<file path="src/rtl/seq_div.sv">
// Restoring shift-and-subtract divider. It divides a 2N-bit dividend by an
// N-bit divisor and retires one quotient bit per clock.
module seq_div #(
    parameter int N = 256
) (
    input  logic           clk,
    input  logic           rst_n,
    input  logic           start,
    input  logic [2*N-1:0] dividend,
    input  logic [N-1:0]   divisor,
    output logic           ready,
    output logic           busy,
    output logic           done,
    output logic [2*N-1:0] quot,
    output logic [N-1:0]   rem,
    output logic           dbz
);

    localparam int            CW   = $clog2(2*N) + 1;
    localparam logic [CW-1:0] LAST = CW'(2*N);

    typedef enum logic [1:0] {
        IDLE = 2'd0,
        DIV  = 2'd1,
        DONE = 2'd2
    } state_t;

    state_t         state, state_next;
    logic [2*N-1:0] q_reg, q_next;
    logic [N-1:0]   d_reg;
    // The partial remainder always stays below the divisor, so its top bit is
    // always zero and is not stored. The trial value below restores that bit.
    logic [N-1:0]   r_reg, r_next;
    logic [CW-1:0]  cnt, cnt_next;
    logic [N:0]     trial, diff;
    logic           fits, div_zero, last_step, unused_diff_msb;

    always_comb begin
        trial           = {r_reg, q_reg[2*N-1]};
        fits            = (trial >= {1'b0, d_reg});
        diff            = trial - {1'b0, d_reg};
        unused_diff_msb = diff[N];
        r_next          = fits ? diff[N-1:0] : trial[N-1:0];
        q_next          = {q_reg[2*N-2:0], fits};
        cnt_next        = cnt + CW'(1);
        last_step       = (cnt_next == LAST);
        div_zero        = (divisor == '0);
    end

    always_comb begin
        state_next = state;
        ready      = 1'b0;
        busy       = 1'b0;
        done       = 1'b0;
        case (state)
            IDLE: begin
                ready = 1'b1;
                if (start) state_next = div_zero ? DONE : DIV;
            end
            DIV: begin
                busy = 1'b1;
                if (last_step) state_next = DONE;
            end
            DONE: begin
                done       = 1'b1;
                state_next = IDLE;
            end
            default: state_next = IDLE;
        endcase
    end

    // Results are loaded only on the edge that enters DONE. They hold until
    // the next operation completes.
    always_ff @(posedge clk or negedge rst_n) begin
        if (!rst_n) begin
            state <= IDLE;
            q_reg <= '0;
            d_reg <= '0;
            r_reg <= '0;
            cnt   <= '0;
            quot  <= '0;
            rem   <= '0;
            dbz   <= 1'b0;
        end else begin
            state <= state_next;
            case (state)
                IDLE: begin
                    if (start) begin
                        q_reg <= dividend;
                        d_reg <= divisor;
                        r_reg <= '0;
                        cnt   <= '0;
                        if (div_zero) begin
                            quot <= '1;
                            rem  <= dividend[N-1:0];
                            dbz  <= 1'b1;
                        end
                    end
                end
                DIV: begin
                    q_reg <= q_next;
                    r_reg <= r_next;
                    cnt   <= cnt_next;
                    if (last_step) begin
                        quot <= q_next;
                        rem  <= r_next;
                        dbz  <= 1'b0;
                    end
                end
                DONE: cnt <= '0;
                default: cnt <= '0;
            endcase
        end
    end

endmodule

</file>
<file path="config.mk">
export PLATFORM = sky130hd
export DESIGN_NAME = seq_div
export DESIGN_NICKNAME = d
export VERILOG_FILES = /design/src/rtl/seq_div.sv
export SDC_FILE = /design/constraint.sdc
export NUM_CORES = 2
export LEC_CHECK = 0
export BUFFER_PORTS_ARGS = -buffer_cell sky130_fd_sc_hd__buf_2
export CAP_MARGIN = 20
export CELL_PAD_IN_SITES_DETAIL_PLACEMENT = 0
export CELL_PAD_IN_SITES_GLOBAL_PLACEMENT = 2
export CORE_AREA = 2 2 601 603
export DETAILED_ROUTE_END_ITERATION = 8
export DIE_AREA = 0 0 603 605
export GPL_TIMING_DRIVEN = 0
export HOLD_SLACK_MARGIN = 0.02
export PLACE_DENSITY = 0.76
export SLEW_MARGIN = 20
export SYNTH_ARGS = -nofsm -noshare
export SYNTH_HDL_FRONTEND = slang
export SYNTH_SLANG_ARGS = --single-unit
</file>
<file path="constraint.sdc">
create_clock -name clk -period 9.2 [get_ports clk]
set_clock_uncertainty 0.15 [all_clocks]
set_input_delay 0 -clock clk [delete_from_list [all_inputs] [get_ports clk]]
set_output_delay 0 -clock clk [all_outputs]
set_load 0.01 [all_outputs]
</file>
==> results.tsv <==
metric	value	unit
status	completed	
cts_buffer_depth	4	
grt_pass1_vias	104000	
worst_pin_slew	1.30	ns
start_util	26.7	%
viasPerCell	5.31	
cts_sinks	1805	
dpl_worst_slack	1.55	ns
final_max_slew_viol_count	0	
wl_per_cell	31.5	microns
start_kind	register	
top_layer	met5	
final_area	134000	sq um
layout_setup_ws	1.33	ns
io_buffers	1542	
post_cts_buffers	0	
synthesis.instances	11800	
yosysTopAreaCellShare	47.2	%
yosys-top-cells-area	dfrtp_1, nand2_1, o21ai_0	
hold_violations	0	
firstDrtPassIters	8	
clock_latency	0.94	ns
synth_ff_type	dfrtp_1	
hpwl	514	mm
syn-cell-area	95700	sq um
synthesis.nets	12900	
nFillCells	38100	
leakage	64.5	nW
numCtsBuffers	220	
synth_async_sr_flop_share	100	%
ios	1543	
worstPathRequired	9.79	ns
setup_viol	0	
gp_congestion	1.06	
hold_class	in2reg	
drive_gt1_share	14.6	%
grt_pass1_wl	858	mm
final_antenna_net_count	0	
grt_usage	33.6	%
root_buffer	clkbuf_16	
antenna_found_initial	103	
end_kind	register	
drtIter0Drc	11500	
worstPathArrival	8.46	ns
synth_most_common_cell	nand2_1	
path_class	reg2reg	
synth_common_cells	nand2_1, dfrtp_1, o21ai_0	
cap_violations	0	
fin_util	37.5	%
remaining_drc_errors	0	
powerDensity	262	nW/um^2
path_clk_slew	0.06	ns
dp.cells	18200	
wl_met1	255	mm
rsz0062_at_grt	no	
die_x	603	microns
maxSlewHeadroom	12.4	%
yosys.area.top_type	dfrtp_1	
vias	107000	
fp.dieH	605	microns
min_period	7.87	ns
critical_path_peak_fanout	10	
synth_edf_count	0	
cts_tree	yes	
fin_setup_tns	0	ns
wirelength	636	mm
synth.distinct_cells	97	
fin_crit_sh	85.5	%
num_rows	220	
h-tree-depth	4	
grt_max_degree	132	
ys_ff_latch	1805	
layoutNonFillerInstCount	20200	
area_growth_syn_to_layout	40.3	%
overflow	0	
synth.avg_cell_area	8.09	sq um
peakVddDrop	216	uV
die_area	365000	sq um
synth-seq-area-share	47.2	%
ys_warn_count	0	
wl_met3	51.4	mm
placed_area	111000	sq um
fmax	127	MHz
core_area	358000	sq um
routed-wl-met2	279	mm
final_nets	16200	
==> cells by family (layout without fill, tap and decap cells) <==
group	count (synthesis)	after routing	synth area share, %
buffers and inverters	1130	4665	4.61
muxes	32	32	0.337
xor gates and xnor gates	246	246	2.25
other	0	61	0
adders and majority gates	258	258	3.38
and+or+nand+nor	4965	4965	21.0
AOI/OAI and AO/OA	3386	3386	21.2
DFF	1805	1805	47.2
==> layout by cell type (no fill, tap or decap), types with 23 or more instances in the layout <==
cell type / netlist / routed
xnor2_1: 147 / 147
dfrtp_1: 1805 / 1805
nor4_1: 108 / 98
dlygate4sd3_1: 0 / 1526
a22oi_1: 38 / 38
clkbuf_1: 663 / 610
nor2_1: 1202 / 1200
o21bai_1: 85 / 85
nand4_1: 179 / 179
nand2_1: 3157 / 3157
buf_16: 0 / 45
mux2i_1: 30 / 30
xor2_1: 99 / 99
diode_2: 0 / 61
clkbuf_16: 0 / 223
nor3_1: 93 / 90
clkinv_2: 0 / 33
a31oi_1: 600 / 599
a21o_1: 225 / 225
a211oi_1: 26 / 25
nand3_1: 81 / 81
o21ai_0: 1236 / 1234
a21boi_0: 37 / 36
o211ai_1: 37 / 37
ha_1: 257 / 257
a21oi_1: 696 / 696
and3_1: 23 / 23
inv_1: 353 / 353
o31ai_1: 33 / 33
buf_2: 76 / 1620
o221ai_1: 29 / 29
o21a_1: 61 / 61
clkbuf_2: 4 / 101
clkbuf_8: 0 / 50
o21ai_1: 25 / 27
o22a_1: 113 / 113
==> path summary, 6_finish.rpt <==
kind | to | start | slack (ns) | cells past startpoint
worst min register to register | quot[428] | quot[428] | 0.31 | 2
worst max-delay path | rem[185] | r_reg[75] | 1.33 | 17
min in group asynchronous | quot[137] | rst_n | 0.14 | 4
worst min-delay path | q_reg[4] | dividend[4] | 0.04 | 4
worst max register to register | rem[185] | r_reg[75] | 1.33 | 17
max in group asynchronous | q_reg[263] | rst_n | 5.44 | 9
==> where the power goes <==
group,internal (W),total [W],switching [W]
clock network,0.00541,0.00932,0.00391
logic,0.00481,0.0161,0.0113
registers,0.00888,0.00970,0.000825
total,0.0191,0.0352,0.0161
==> stage by stage <==
| stage | total power (W) | hold WS (ns) |
|---|---|---|
| after floorplan | 0.0181 | -0.446 |
| after global placement | 0.0248 | 0.0748 |
| after detailed placement | 0.0248 | -0.183 |
| after CTS | 0.0348 | 0.0259 |
| after global routing | 0.0364 | 0.0615 |
| final | 0.0352 | 0.0417 |
==> routing by layer <==
| metal | global-route usage [%] | vias to the layer above |
|---|---|---|
| met5 | 0 | - |
| met4 | 22.6 | 34 |
| met3 | 7.93 | 1297 |
| met2 | 51.9 | 4967 |
| met1 | 41.7 | 53400 |
| li1 | - | 47600 |
==> cell type report <==
type | count | area [sq um] | share of cell area (%)
inverters | 354 | 1330 | 0.990
clock inverters | 77 | 1060 | 0.792
flip-flops and latches | 1805 | 45200 | 33.6
diodes | 61 | 153 | 0.114
clock buffers | 316 | 6430 | 4.79
plain buffers | 776 | 3200 | 2.39
multi-input cells | 8887 | 46200 | 34.4
well taps | 4773 | 5970 | 4.45
repair buffers | 3142 | 24700 | 18.4
==> worst max-delay path, cell delays in order (launching register included) <==
cell	delay (ns)
dfrtp_1	0.57
ha_1	0.30
buf_2	0.18
a21oi_1	0.29
o21ai_0	0.31
a21oi_1	0.47
o21ai_0	0.23
a21oi_1	0.53
o221ai_1	0.21
a211oi_1	0.71
o41ai_4	0.44
a31oi_1	0.33
buf_2	0.58
buf_2	0.68
buf_6	0.41
nor2_1	0.09
a21oi_1	0.93
a211oi_1	0.19
==> repair_timing <==
action | CTS | global route
hold buffers | 1527 | 0
endpoints found under the setup margin | 0 | 0
resized for setup | 0 | 0
endpoints found under the hold margin | 1580 | 0
Power figures use the tool's default switching activity.
